### src/rtl/uart_pkg.sv
// Shared encodings and defaults for the UART transmit arbiter slice.
package uart_pkg;

    localparam logic [1:0] ST_IDLE = 2'd0;
    localparam logic [1:0] ST_WAIT = 2'd1;
    localparam logic [1:0] ST_HOLD = 2'd2;

    localparam int UART_DBIT         = 8;
    localparam int UART_LOCK_TIMEOUT = 65535;

    typedef enum logic [1:0] {
        IDLE = ST_IDLE,
        WAIT = ST_WAIT,
        HOLD = ST_HOLD
    } arb_state_t;

    // Round-robin successor of a requester index.
    function automatic int next_idx(input int idx, input int n);
        return (idx + 1 == n) ? 0 : idx + 1;
    endfunction

endpackage

### src/rtl/uart_rr_pick.sv
// Round-robin picker: first asserted request at or after ptr, wrapping; combinational.
// Double-width copy of req masked below ptr, then lowest-set-bit isolation and fold.
module uart_rr_pick
    import uart_pkg::*;
#(
    parameter int N_REQ = 4,
    parameter int IW    = 2
) (
    input  logic [N_REQ-1:0] req,
    input  logic [IW-1:0]    ptr,
    output logic [N_REQ-1:0] winner,
    output logic             found
);

    localparam int W = 2 * N_REQ;

    logic [W-1:0] dbl;
    logic [W-1:0] mask;
    logic [W-1:0] masked;
    logic [W-1:0] lowest;

    assign dbl    = {req, req};
    assign mask   = ~(({{(W-1){1'b0}}, 1'b1} << ptr) - W'(1));
    assign masked = dbl & mask;
    // The upper copy always survives the mask, so any request wraps correctly.
    assign lowest = masked & (~masked + W'(1));
    assign winner = lowest[N_REQ-1:0] | lowest[W-1:N_REQ];
    assign found  = |req;

endmodule

### src/rtl/uart_tx_arbiter.sv
// Round-robin, packet-locked sharing of one UART serializer; all outputs registered.
// Load 1 cycle after valid in IDLE; one byte per tx_done_tick; others stall until release.
module uart_tx_arbiter
    import uart_pkg::*;
#(
    parameter int N_REQ        = 4,
    parameter int DBIT         = UART_DBIT,
    parameter int LOCK_TIMEOUT = UART_LOCK_TIMEOUT,
    parameter int TW           = 16
) (
    input  logic                  clk,
    input  logic                  reset_n,
    input  logic [N_REQ-1:0]      req_valid,
    input  logic [N_REQ*DBIT-1:0] req_data,
    input  logic [N_REQ-1:0]      req_last,
    output logic [N_REQ-1:0]      req_ready,
    output logic                  tx_start,
    output logic [DBIT-1:0]       tx_din,
    input  logic                  tx_done_tick,
    output logic [N_REQ-1:0]      grant,
    output logic                  busy,
    output logic                  lock_timeout
);

    localparam int IW = (N_REQ > 1) ? $clog2(N_REQ) : 1;

    arb_state_t       state;
    logic [IW-1:0]    ptr;
    logic [IW-1:0]    owner;
    logic [IW-1:0]    win_idx;
    logic [IW-1:0]    succ;
    logic [N_REQ-1:0] win_oh;
    logic             found;
    logic             last_q;
    logic [TW-1:0]    tmo_cnt;

    uart_rr_pick #(.N_REQ(N_REQ), .IW(IW)) u_pick (
        .req    (req_valid),
        .ptr    (ptr),
        .winner (win_oh),
        .found  (found)
    );

    always_comb begin
        win_idx = '0;
        for (int i = 0; i < N_REQ; i++) begin
            if (win_oh[i]) win_idx = IW'(i);
        end
    end

    assign succ = IW'(next_idx(int'(owner), N_REQ));

    // Being in HOLD is what "locked" means; there is no separate lock flag.
    always_ff @(posedge clk or negedge reset_n) begin
        if (!reset_n) begin
            state        <= IDLE;
            ptr          <= '0;
            owner        <= '0;
            last_q       <= 1'b0;
            tmo_cnt      <= '0;
            tx_start     <= 1'b0;
            tx_din       <= '0;
            req_ready    <= '0;
            grant        <= '0;
            busy         <= 1'b0;
            lock_timeout <= 1'b0;
        end else begin
            tx_start     <= 1'b0;
            req_ready    <= '0;
            lock_timeout <= 1'b0;
            case (state)
                IDLE: begin
                    if (found) begin
                        owner     <= win_idx;
                        grant     <= win_oh;
                        req_ready <= win_oh;
                        tx_din    <= req_data[win_idx*DBIT +: DBIT];
                        last_q    <= req_last[win_idx];
                        tx_start  <= 1'b1;
                        busy      <= 1'b1;
                        state     <= WAIT;
                    end
                end
                WAIT: begin
                    if (tx_done_tick) begin
                        if (last_q) begin
                            ptr   <= succ;
                            grant <= '0;
                            busy  <= 1'b0;
                            state <= IDLE;
                        end else begin
                            tmo_cnt <= '0;
                            state   <= HOLD;
                        end
                    end
                end
                HOLD: begin
                    if (req_valid[owner]) begin
                        req_ready <= grant;
                        tx_din    <= req_data[owner*DBIT +: DBIT];
                        last_q    <= req_last[owner];
                        tx_start  <= 1'b1;
                        state     <= WAIT;
                    end else if (tmo_cnt == TW'(LOCK_TIMEOUT - 1)) begin
                        lock_timeout <= 1'b1;
                        ptr          <= succ;
                        grant        <= '0;
                        busy         <= 1'b0;
                        state        <= IDLE;
                    end else begin
                        tmo_cnt <= tmo_cnt + TW'(1);
                    end
                end
                default: state <= IDLE;
            endcase
        end
    end

endmodule
### config.mk
export PLATFORM = sky130hd
export DESIGN_NAME = uart_tx_arbiter
export DESIGN_NICKNAME = d
export VERILOG_FILES = /design/src/rtl/uart_pkg.sv /design/src/rtl/uart_rr_pick.sv /design/src/rtl/uart_tx_arbiter.sv
export SDC_FILE = /design/constraint.sdc
export NUM_CORES = 1
export LEC_CHECK = 0
export BUFFER_PORTS_ARGS = -buffer_cell sky130_fd_sc_hd__buf_2
export CORE_ASPECT_RATIO = 0.7
export CORE_MARGIN = 10
export CORE_UTILIZATION = 48
export DETAILED_ROUTE_END_ITERATION = 7
export GPL_TIMING_DRIVEN = 0
export MAX_ROUTING_LAYER = met4
export PLACE_DENSITY = 0.76
export SLEW_MARGIN = 10
export SYNTH_ARGS = -nofsm -noshare
export SYNTH_HDL_FRONTEND = slang
export SYNTH_SLANG_ARGS = --single-unit
export TNS_END_PERCENT = 1
### constraint.sdc
create_clock -name clk -period 2.75 [get_ports clk]
set_clock_uncertainty 0.05 [all_clocks]
set_input_delay 0.55 -clock clk [delete_from_list [all_inputs] [get_ports clk]]
set_output_delay 0.55 -clock clk [all_outputs]
set_load 0.05 [all_outputs]
; After elaboration in Yosys (flattened, before gate mapping)
; Cells that the tools add are included.
[totals]
ff_bits = 42
input_bits = 43
[op_classes]
addsub = 4
magnitude_cmp = 2
n_eq_ne = 13
shifts = 3
muxes = 53
bitwise_logic = 5
reduce_logical = 11
[ops]
columns = cell, n
row1 = 16-bit two-way mux, 4
row2 = 32-bit by 6-bit indexed part select with 8-bit output, 2
row3 = 16-bit case mux with 2 select lines, 1
row4 = 4-bit two-way mux, 7
row5 = 2-bit two-way mux, 12
row6 = "16-bit by 1-bit adder with 16-bit output, second input constant", 1
row7 = 8-bit bitwise AND, 2
row8 = "16-bit == test, second input constant", 1
row9 = 1-bit two-way mux, 16
row10 = 8-bit two-way mux, 2
row11 = "2-bit != test, second input constant", 8
row12 = 8-bit NOT, 2
row13 = 8-bit case mux with 2 select lines, 1
row14 = 4-bit case mux with 3 select lines, 1
row15 = 5-bit AND reduction, 2
row16 = "8-bit by 1-bit adder with 8-bit output, second input constant", 1
row17 = 4-bit case mux with 2 select lines, 1
row18 = "1-bit by 2-bit << shifter with 8-bit output, first input constant", 1
row19 = "8-bit by 1-bit subtractor with 8-bit output, second input constant", 1
row20 = 1-bit binary-select mux with 2-bit select, 3
row21 = "2-bit by 3-bit < comparator with 1-bit output, second input constant", 2
row22 = 2-bit case mux with 3 select lines, 1
row23 = 3-bit AND reduction, 2
row24 = 6-bit AND reduction, 1
row25 = other kinds (14), 16

; Longest topological paths before layout
; Gate-level depths: netlist of run 1.
[logic_depth]
word_depth = 15
ltp_mapped = 9
ltp_nobuf = 8

; Modules after synthesis
; From an unflattened synthesis of run 1, not the netlist that was laid out.
[unflattened]
hier_cells = 284
area_unflattened_um2 = 2687.6
[modules_own_cells]
columns = module, n_inst, cells_each, area_per_inst_um2
row1 = uart_tx_arbiter, 1, 259, 2543.7
row2 = uart_rr_pick, 1, 25, 143.9

; Least setup slack after synthesis of run 1
; No wires, ideal clock.
[synth_path]
kind = register -> register
from = register ptr[1]
to = register tx_din[0]
setup_time_ns = 0.149
t_arrival_ns = 2.409
t_required_ns = 2.551
slack_ns = 0.143
stages_incl_launch_ff = 10
period_less_slack_ns = 2.607
cell_sequence = dfrtp_1 or2_2 ha_1 and2_1 a32o_1 a21oi_1 mux2i_2 buf_2 mux2i_1 o221ai_1
[synth_via]
elab_chain_len = 14
[synth_rtl]
columns = element, line_no
row1 = start: declaration, uart_tx_arbiter.sv:28  ; logic [IW-1:0] ptr;
row2 = start signal: assignment, uart_tx_arbiter.sv:87  ; ptr <= succ;
row3 = start signal: assignment, uart_tx_arbiter.sv:106  ; ptr <= succ;
row4 = 1-bit by 2-bit << shifter with 8-bit output (*), uart_rr_pick.sv:23  ; assign mask = ~(({{(W-1){1'b0}}, 1'b1} << ptr) - W'(1));
row5 = 8-bit by 1-bit subtractor with 8-bit output (*), uart_rr_pick.sv:23
row6 = 8-bit NOT (*), uart_rr_pick.sv:23
row7 = 8-bit bitwise AND (*), uart_rr_pick.sv:24  ; assign masked = dbl & mask;
row8 = 8-bit NOT, uart_rr_pick.sv:26  ; assign lowest = masked & (~masked + W'(1));
row9 = 8-bit by 1-bit adder with 8-bit output, uart_rr_pick.sv:26
row10 = 8-bit bitwise AND (*), uart_rr_pick.sv:26
row11 = 4-bit OR (*), uart_rr_pick.sv:27  ; assign winner = lowest[N_REQ-1:0] | lowest[W-1:N_REQ];
row12 = 1-bit two-way mux, uart_tx_arbiter.sv:47  ; if (win_oh[i]) win_idx = IW'(i);
row13 = 2-bit two-way mux, uart_tx_arbiter.sv:47
row14 = 2-bit two-way mux (*), uart_tx_arbiter.sv:47
row15 = 32-bit by 6-bit indexed part select with 8-bit output (*), uart_tx_arbiter.sv:77  ; tx_din <= req_data[win_idx*DBIT +: DBIT];
row16 = 8-bit two-way mux (*), uart_tx_arbiter.sv:73  ; if (found) begin
row17 = 8-bit case mux with 2 select lines (*), uart_tx_arbiter.sv:71  ; case (state)
row18 = end signal: assignment, uart_tx_arbiter.sv:77
row19 = end signal: assignment, uart_tx_arbiter.sv:100  ; tx_din <= req_data[owner*DBIT +: DBIT];
row20 = end: declaration, uart_tx_arbiter.sv:18  ; output logic [DBIT-1:0] tx_din,
; Mark *: on every way between the ends. The rest lies on a longest branch, timed or not. The select of a mux whose other input is x is not followed.
; A chain may end at the register's enable or synchronous reset.

; Worst setup path after layout of run 1
[layout_path]
from = register ptr[1]
to = register tx_din[6]
; The elaborated chain is that of the path after synthesis.

==> results of run 1 <==
registers in the layout (all words and copies together) (netlist names), 2 cells and up:
signal,count
grant,4
state,2
tx_din,8
tmo_cnt,16
ptr,2
req_ready,4
owner,2
metrics by stage:
| step | cells | utilization |
|---|---|---|
| finish | 409 | 0.604 |
| global route | 409 | 0.604 |
| CTS | 403 | 0.591 |
| detailed placement | 395 | 0.567 |
| global placement | 395 | 0.567 |
| floorplan | 262 | - |
kinds of logic (layout without fill, tap and decap cells):
group | after synthesis | count (layout) | synth area share
AO/OA/AOI/OAI | 59 | 59 | 0.180
XOR/XNOR | 8 | 8 | 0.0276
adder cells (fa/ha/maj) | 8 | 8 | 0.0394
buffers and inverters | 21 | 96 | 0.0325
flip-flops | 42 | 42 | 0.414
multiplexers | 29 | 29 | 0.130
AND/OR/NAND/NOR | 95 | 95 | 0.177
routing by layer:
| layer | part of all wire | vias to the layer above | global-route usage |
|---|---|---|---|
| met5 | 0 | - | - |
| met4 | 0.019 | 0 | 0.0485 |
| met3 | 0.045 | 13 | 0.0292 |
| met2 | 0.47 | 62 | 0.215 |
| met1 | 0.47 | 1147 | 0.207 |
| li1 | - | 1110 | - |
layout make-up:
| type | count | share of cell area |
|---|---|---|
| Buffer | 9 | 0.0128 |
| Clock buffer | 6 | 0.0232 |
| Clock inverter | 2 | 0.0120 |
| Inverter | 11 | 0.0132 |
| Multi-Input combinational cell | 199 | 0.460 |
| Sequential cell | 42 | 0.336 |
| Tap cell | 72 | 0.0288 |
| Timing Repair Buffer | 68 | 0.114 |
worst paths after layout:
path                       slack [ps]             startpoint                      to  depth (start not counted)
min in group clk                  440  tx_din[3]$_DFFE_PN0P_   tx_din[3]$_DFFE_PN0P_                          2
max                                90     ptr[1]$_DFFE_PN0P_   tx_din[6]$_DFFE_PN0P_                          9
max in group asynchronous        1730                reset_n  tmo_cnt[2]$_DFFE_PN0P_                          1
min reg2reg                       440  tx_din[3]$_DFFE_PN0P_   tx_din[3]$_DFFE_PN0P_                          2
min                               330                reset_n  tmo_cnt[1]$_DFFE_PN0P_                          1
max reg2reg                        90     ptr[1]$_DFFE_PN0P_   tx_din[6]$_DFFE_PN0P_                          9
critical path, delay by kind of cell (launching register included):
| kind | cells | cell delay (ps) |
|---|---|---|
| adders and majority gates | 1 | 290 |
| buffers and inverters | 1 | 270 |
| and+or+nand+nor | 2 | 500 |
| DFF | 1 | 450 |
| muxes | 2 | 470 |
| AOI/OAI and AO/OA | 3 | 480 |
report_power, final:
part	total [mW]	internal (mW)	switching [mW]
logic	2.12	0.772	1.35
clock network	0.496	0.271	0.225
registers	0.928	0.792	0.136
synth_stat cells (all sizes together), types with 2 or more instances:
library cell / instances
and2: 3
nor3: 3
nor2: 25
dfrtp: 42
mux2i: 18
mux2: 9
a2111oi: 4
nor4: 2
mux4: 2
xnor2: 8
nand4: 4
or3: 3
nand3: 5
nor2b: 5
a211oi: 4
a21o: 2
o31ai: 4
o221ai: 9
buf: 4
o21ai: 12
a22o: 5
nand2b: 3
o21bai: 2
ha: 8
o41ai: 2
and3: 2
nand2: 35
inv: 11
a21oi: 7
clkbuf: 6
what timing repair did:
action                                  CTS  global route
gates resized for setup                   2             7
setup buffers                             0             7
endpoints found under the setup margin    8            11
pin swaps                                 0             1
==> results_dict.tcl, run 1 <==
set metrics [dict create \
    synth_top_area_cell "dfrtp_1" \
    required_ps 2870 \
    synth-edff-count 0 \
    power_density_mw_per_mm2 1130 \
    port_buffers 61 \
    cts-htree-levels 2 \
    num-fill-cells 454 \
    cts_buffer_depth 2 \
    clkSinkCount 42 \
    core_area_mm2 0.00517 \
    async_flop_share 1.00 \
    final_cell_mix "63 x buf_2, 42 x dfrtp_1, 35 x nand2_1, 25 x nor2_1, 17 x mux2i_1" \
    ys_ff_latch 42 \
    cts_hold_buf 0 \
    crit_slowest_cell "dfrtp_1" \
    grtUsageTotal 0.150 \
    synthCells 262 \
    cts_buffers 5 \
    drive_above_1_share 0.294 \
    critPathKind "reg -> reg" \
    register_area_mm2 0.00105 \
    vias 2332 \
    fp.dieH_um 80.9 \
    insertedDiodeCount 0 \
    dp_hpwl_mm 5.14 \
    drc 0 \
    root_buffer "clkbuf_8" \
    critical_path.max_stage_delay_ps 450 \
    initial_core_util 0.491 \
    placed_cell_area_mm2 0.00294 \
    seq_area_frac_synth 0.414 \
    antenna_found_initial 0 \
    synth.net_count 313 \
    irDropWorstVdd_v 0.000490 \
    power_leakage_nw 1.48 \
    fin_crit_sh 0.966 \
    place_ws_ps -225 \
    wire_per_inst_um 16.8 \
    fin_area_mm2 0.00313 \
    path_clk_slew_ps 80 \
    clkLatencyLatePin_ps 300 \
    path_cells "or2_2, ha_1, and2_1, a32o_1, a21oi_2, mux2i_4, buf_4, mux2i_1, o221ai_1" \
    setup_viol 0 \
    hold_viol 0 \
    viasPerCell 5.70 \
    drv_slew 0 \
    grt_first_pass_wirelength_mm 10.2 \
    postRouteAntennaNets 0 \
    grt_max_degree 43 \
    area_delta_synth_final_pct 23.1 \
    fin_tns_setup_ps 0 \
    status "finished, final reports clean" \
    drt_pass1_iterations 4 \
    maxCapViolations 0 \
    min_period_ps 2660 \
    critPathLaunchType "register" \
    cp-end-kind "register" \
    gp_congestion 0.829 \
    path_max_fanout 10 \
    grt_pass1_vias 2095 \
    critPathArrivalTime_ps 2770 \
    drt-total-wl_mm 6.86 \
    rsz0062_at_grt "true" \
    avgSynthCellArea_um2 9.70 \
    fp.dieW_um 107 \
    synth_ff_type "dfrtp_1" \
    max_freq_mhz 376 \
    max_slew_margin 0.371 \
    whs_ps 330 \
    setup_slack_ps 93.5 \
    ios 62 \
    nets 387 \
    cts_tree "yes" \
    num_rows 22 \
    gr-total-overflow 0 \
    synth_top_area_frac 0.414 \
    synth.distinct_cells 51 \
    final_common_cell "buf_2" \
    synthesis.area_mm2 0.00254 \
    yosysWarnings 0 \
    multi_input_area_mm2 0.00144 \
    power.total_mw 3.55 \
    hold_class "in -> async" \
    fp.dieArea_mm2 0.00865 \
    yosys-top-cells-area "dfrtp_1 41%, mux2i_1 6.7%, nand2_1 5.2%" \
    drt_iter0_markers 205 \
    worst_pin_slew_ps 944 \
]
Note: power is estimated with default switching activity, not from simulation.
==> run 2: changes to the inputs <==
Settings changed: BUFFER_PORTS_ARGS -buffer_cell sky130_fd_sc_hd__buf_2 to -buffer_cell sky130_fd_sc_hd__buf_4, RECOVER_POWER set to 100.
==> results_dict.tcl, run 2 (synthesis gave the netlist of run 1 again) <==
set metrics [dict create \
    status "complete, but fails checks" \
    violations "max-capacitance violations, max-slew violations" \
    cp-end-kind "register" \
    crit_slowest_cell "a2111oi_1" \
    grtUsageTotal 0.154 \
    hold_viol 0 \
    worst_pin_slew_ps 2240 \
    cts_buffer_depth 2 \
    antenna_found_initial 0 \
    power_frac_clock 0.144 \
    path_cells "inv_1, ha_1, o21ai_1, or3_1, a2111oi_1, xnor2_1, nor2_1" \
    dp_hpwl_mm 5.22 \
    max_slew_margin -0.494 \
    reg2reg_slack_ps 120 \
    cts_tree "yes" \
    num_rows 22 \
    clkSinkCount 42 \
    ios 62 \
    clkLatencyLatePin_ps 300 \
    insertedDiodeCount 0 \
    critical_path.max_stage_delay_ps 570 \
    drt-total-wl_mm 6.78 \
    critPathArrivalTime_ps 2750 \
    path_buf_inv 1 \
    grt_first_pass_wirelength_mm 10.4 \
    drive_above_1_share 0.214 \
    p_int_mw 1.76 \
    power_density_mw_per_mm2 1090 \
    port_buffers 61 \
    drt_pass1_iterations 5 \
    drt_iter0_markers 159 \
    path_max_fanout 9 \
    hold_class "reg -> reg" \
    cts-htree-levels 2 \
    gp_congestion 0.834 \
    area_delta_synth_final_pct 24.2 \
    grt_max_degree 43 \
    path_clk_slew_ps 80 \
    cts_buffers 5 \
    fp.dieArea_mm2 0.00865 \
    comb_power_share 0.587 \
    required_ps 2870 \
    drc 0 \
    setup_viol 0 \
    p_sw_mw 1.68 \
    fp.dieH_um 80.9 \
    largest_reg_flops 16 \
    largest_register "tmo_cnt" \
    nets 382 \
    min_period_ps 2630 \
    core_area_mm2 0.00517 \
    viasPerCell 5.59 \
    multi_input_area_mm2 0.00143 \
    register_area_mm2 0.00105 \
    placed_cell_area_mm2 0.00309 \
    num-fill-cells 487 \
    vias 2260 \
    irDropWorstVdd_v 0.000486 \
    power_leakage_nw 1.42 \
    wire_per_inst_um 16.8 \
    maxCapViolations 1 \
    postRouteAntennaNets 0 \
    root_buffer "clkbuf_8" \
    rsz0062_at_grt "true" \
    seqPwrFrac 0.269 \
    critPathKind "reg -> reg" \
    fin_crit_sh 0.956 \
    drv_slew 43 \
    final_cell_mix "44 x buf_4, 42 x dfrtp_1, 35 x nand2_1, 27 x clkbuf_1, 25 x nor2_1" \
    whs_ps 450 \
    reg_top3 "tmo_cnt: 16 flops, tx_din: 8 flops" \
    fin_area_mm2 0.00316 \
    max_freq_mhz 380 \
    fp.dieW_um 107 \
    power.total_mw 3.45 \
    gr-total-overflow 0 \
    final_common_cell "buf_4" \
    initial_core_util 0.491 \
    swShare 0.489 \
    cp_top_family "compound AO/OA/AOI/OAI gates" \
    grt_pass1_vias 2066 \
    critPathLaunchType "register" \
    cts_hold_buf 0 \
]
-- run 2: through the flow --
step,setup slack (ps),cells,utilization,setup TNS (ps)
2_1_floorplan,143,262,-,0
3_5_place_dp,-230,395,0.597,-1600
5_1_grt,-63.2,404,0.610,-195
6_report,121,404,0.610,0
4_1_cts,2.10,403,0.620,0
3_3_place_gp,-202,395,0.597,-1430
-- run 2: final timing paths --
| path | start | end | cells past startpoint |
|---|---|---|---|
| max reg2reg | state[0]$_DFFE_PN0P_ | tmo_cnt[8]$_DFFE_PN0P_ | 7 |
| min reg2reg | tx_din[5]$_DFFE_PN0P_ | tx_din[5]$_DFFE_PN0P_ | 2 |
| min in group asynchronous | reset_n | tmo_cnt[0]$_DFFE_PN0P_ | 1 |
| max | state[0]$_DFFE_PN0P_ | tmo_cnt[8]$_DFFE_PN0P_ | 7 |
| min | tx_din[5]$_DFFE_PN0P_ | tx_din[5]$_DFFE_PN0P_ | 2 |
| max in group asynchronous | reset_n | tx_start$_DFF_PN0_ | 1 |
-- run 2: repair_timing --
item | 4_1_cts | 5_1_grt
endpoints found under the setup margin | 8 | 11
buffers inserted | 0 | 2
pin swaps | 0 | 1
resized for setup | 2 | 5
-- run 2: per-layer routing --
metal,GRT usage,vias up,routed length [µm]
li1,-,1101,-
met1,0.216,1089,3280
met2,0.212,62,3100
met3,0.0340,8,305
met4,0.0539,0,89
met5,-,-,0
-- run 2: area by class of cell --
type	instances	area share
well taps	72	0.0285
multi-input cells	199	0.452
plain buffers	9	0.0127
repair buffers	63	0.126
inverters	11	0.0131
flip-flops and latches	42	0.333
clock inverters	2	0.0119
clock buffers	6	0.0230
-- run 2: tightest hold or removal path, cell delays in order (launching register included) --
cell and delay [ps]:
dfrtp_1 350, nand2_1 50, o221ai_1 70
-- run 2: power by group through the flow --
stage | logic (mW) | clock network, mW | registers (mW)
after floorplan | 1.11 | 0 | 1.29
after global placement | 1.99 | 0 | 0.931
after detailed placement | 2.03 | 0 | 0.938
after CTS | 2.06 | 0.501 | 0.929
after global routing | 2.19 | 0.530 | 0.952
final | 2.02 | 0.495 | 0.927
==> run 3: changes to the inputs <==
--- a/config.mk
+++ b/config.mk
@@ -8,5 +8,5 @@
 export BUFFER_PORTS_ARGS = -buffer_cell sky130_fd_sc_hd__buf_4
 export CORE_ASPECT_RATIO = 0.7
-export CORE_MARGIN = 10
+export CORE_MARGIN = 3
 export CORE_UTILIZATION = 48
 export DETAILED_ROUTE_END_ITERATION = 7
==> constraint.sdc (replaced) <==
create_clock -name clk -period 2.75 [get_ports clk]
set_clock_uncertainty 0.05 [all_clocks]
set_input_delay 0 -clock clk [delete_from_list [all_inputs] [get_ports clk]]
set_output_delay 0 -clock clk [all_outputs]
set_load 0.05 [all_outputs]
==> results_dict.tcl, run 3 (synthesis gave the netlist of run 1 again) <==
set metrics [dict create \
    path_max_fanout 9 \
    num-fill-cells 412 \
    multi_input_area_mm2 0.00143 \
    max_slew_margin -0.516 \
    drive_above_1_share 0.198 \
    power_leakage_nw 1.53 \
    fp.dieH_um 66.9 \
    root_buffer "clkbuf_8" \
    critPathKind "reg -> reg" \
    cp-end-kind "register" \
    grt_max_degree 43 \
    hold_class "in -> reg" \
    rsz0062_at_grt "true" \
    violations "max-capacitance violations, max-slew violations" \
    final_core_util 0.688 \
    area_delta_synth_final_pct 33.7 \
    maxCapViolations 1 \
    cts-htree-levels 2 \
    antenna_found_initial 0 \
    nets 408 \
    hold_viol 0 \
    fp.dieArea_mm2 0.00622 \
    grt_pass1_vias 2341 \
    drt-total-wl_mm 7.57 \
    clkLatencyLatePin_ps 300 \
    critPathArrivalTime_ps 2770 \
    reg_top3 "tmo_cnt: 16 flops, tx_din: 8 flops" \
    drv_slew 43 \
    core_area_mm2 0.00494 \
    gr-total-overflow 0 \
    power.total_mw 3.42 \
    num_rows 21 \
    drt_pass1_iterations 4 \
    fin_tns_setup_ps 0 \
    fin_crit_sh 0.969 \
    cp_top_family "compound AO/OA/AOI/OAI gates" \
    stdcell_count 427 \
    path_cells "inv_1, ha_1, o21ai_1, or3_1, a2111oi_1, xnor2_1, nor2_1" \
    critPathLaunchType "register" \
    final_common_cell "buf_4" \
    grt-busiest-layer "met2" \
    required_ps 2860 \
    drc 0 \
    grtUsageMet3 0.0530 \
    power_density_mw_per_mm2 1010 \
    path_buf_inv 1 \
    cts_tree "yes" \
    fp.dieW_um 93.0 \
    irDropWorstVdd_v 0.000582 \
    crit_slowest_cell "or3_1" \
    path_clk_slew_ps 90 \
    vias 2412 \
    grt.met2_usage 0.389 \
    port_buffers 61 \
    worst_pin_slew_ps 2270 \
    register_area_mm2 0.00105 \
    setup_viol 0 \
    reg2reg_slack_ps 80 \
    viasPerCell 5.65 \
    final_cell_mix "43 x buf_4, 42 x dfrtp_1, 35 x nand2_1, 27 x clkbuf_1, 27 x dlygate4sd3_1" \
    insertedDiodeCount 0 \
    grt_first_pass_wirelength_mm 11.7 \
    max_freq_mhz 375 \
    gp_congestion 0.847 \
    wire_per_inst_um 17.7 \
    initial_core_util 0.514 \
    grtUsageTotal 0.254 \
    ios 62 \
    cts_buffers 5 \
    critical_path.max_stage_delay_ps 520 \
    largest_reg_flops 16 \
    min_period_ps 2670 \
    clkSinkCount 42 \
    use_met1 0.338 \
    dp.cells 392 \
    largest_register "tmo_cnt" \
    drt_iter0_markers 149 \
    cts_buffer_depth 2 \
    postRouteAntennaNets 0 \
    status "complete, but fails checks" \
    dp_hpwl_mm 4.84 \
]
-- run 3: final cells by class --
cell class | instances | share of cell area
plain buffers | 9 | 0.0118
well taps | 69 | 0.0254
inverters | 11 | 0.0122
clock buffers | 6 | 0.0214
repair buffers | 89 | 0.194
clock inverters | 2 | 0.00405
flip-flops and latches | 42 | 0.309
multi-input cells | 199 | 0.422
-- run 3: stage by stage --
step	hold WS, ps	cell area (µm²)	setup WS [ps]
6_report	2.97	3400	84.9
5_1_grt	33.5	3400	-27.5
4_1_cts	2.75	3460	23.7
3_5_place_dp	-31.7	3090	-312
3_3_place_gp	-30.5	3090	-264
2_1_floorplan	-346	2540	143
-- run 3: tightest hold or removal path: cells and delay by family --
kind / cells / cell delay, ps
multiplexers: 1 / 60
buffers and inverters: 1 / 80
AO/OA/AOI/OAI: 1 / 180
-- run 3: path summary, 6_finish.rpt --
check | start | endpoint | cells after the start
max | state[0]$_DFFE_PN0P_ | tmo_cnt[12]$_DFFE_PN0P_ | 7
min | req_data[6] | tx_din[6]$_DFFE_PN0P_ | 3
max reg2reg | state[0]$_DFFE_PN0P_ | tmo_cnt[12]$_DFFE_PN0P_ | 7
min reg2reg | tx_din[2]$_DFFE_PN0P_ | tx_din[2]$_DFFE_PN0P_ | 2
max in group asynchronous | reset_n | tmo_cnt[10]$_DFFE_PN0P_ | 2
min in group asynchronous | reset_n | tmo_cnt[1]$_DFFE_PN0P_ | 2
-- run 3: repair_timing --
| item | in CTS | in global routing |
|---|---|---|
| resized for setup | 2 | 6 |
| hold endpoints to repair | 49 | 0 |
| setup buffers | 1 | 0 |
| hold buffers | 27 | 0 |
| cloned | 0 | 0 |
| endpoints found under the setup margin | 8 | 11 |
-- run 3: layer usage --
metal | vias to the layer above | part of all wire
li1 | 1149 | -
met1 | 1152 | 0.45
met2 | 95 | 0.46
met3 | 16 | 0.064
met4 | 0 | 0.022
met5 | - | 0
-- run 3: power breakdown --
group          switching, mW  internal [mW]  leakage (nW)
clock network          0.224          0.179        0.0452
logic                   1.36          0.711         0.932
registers              0.148          0.792         0.553
total                   1.74           1.68          1.53
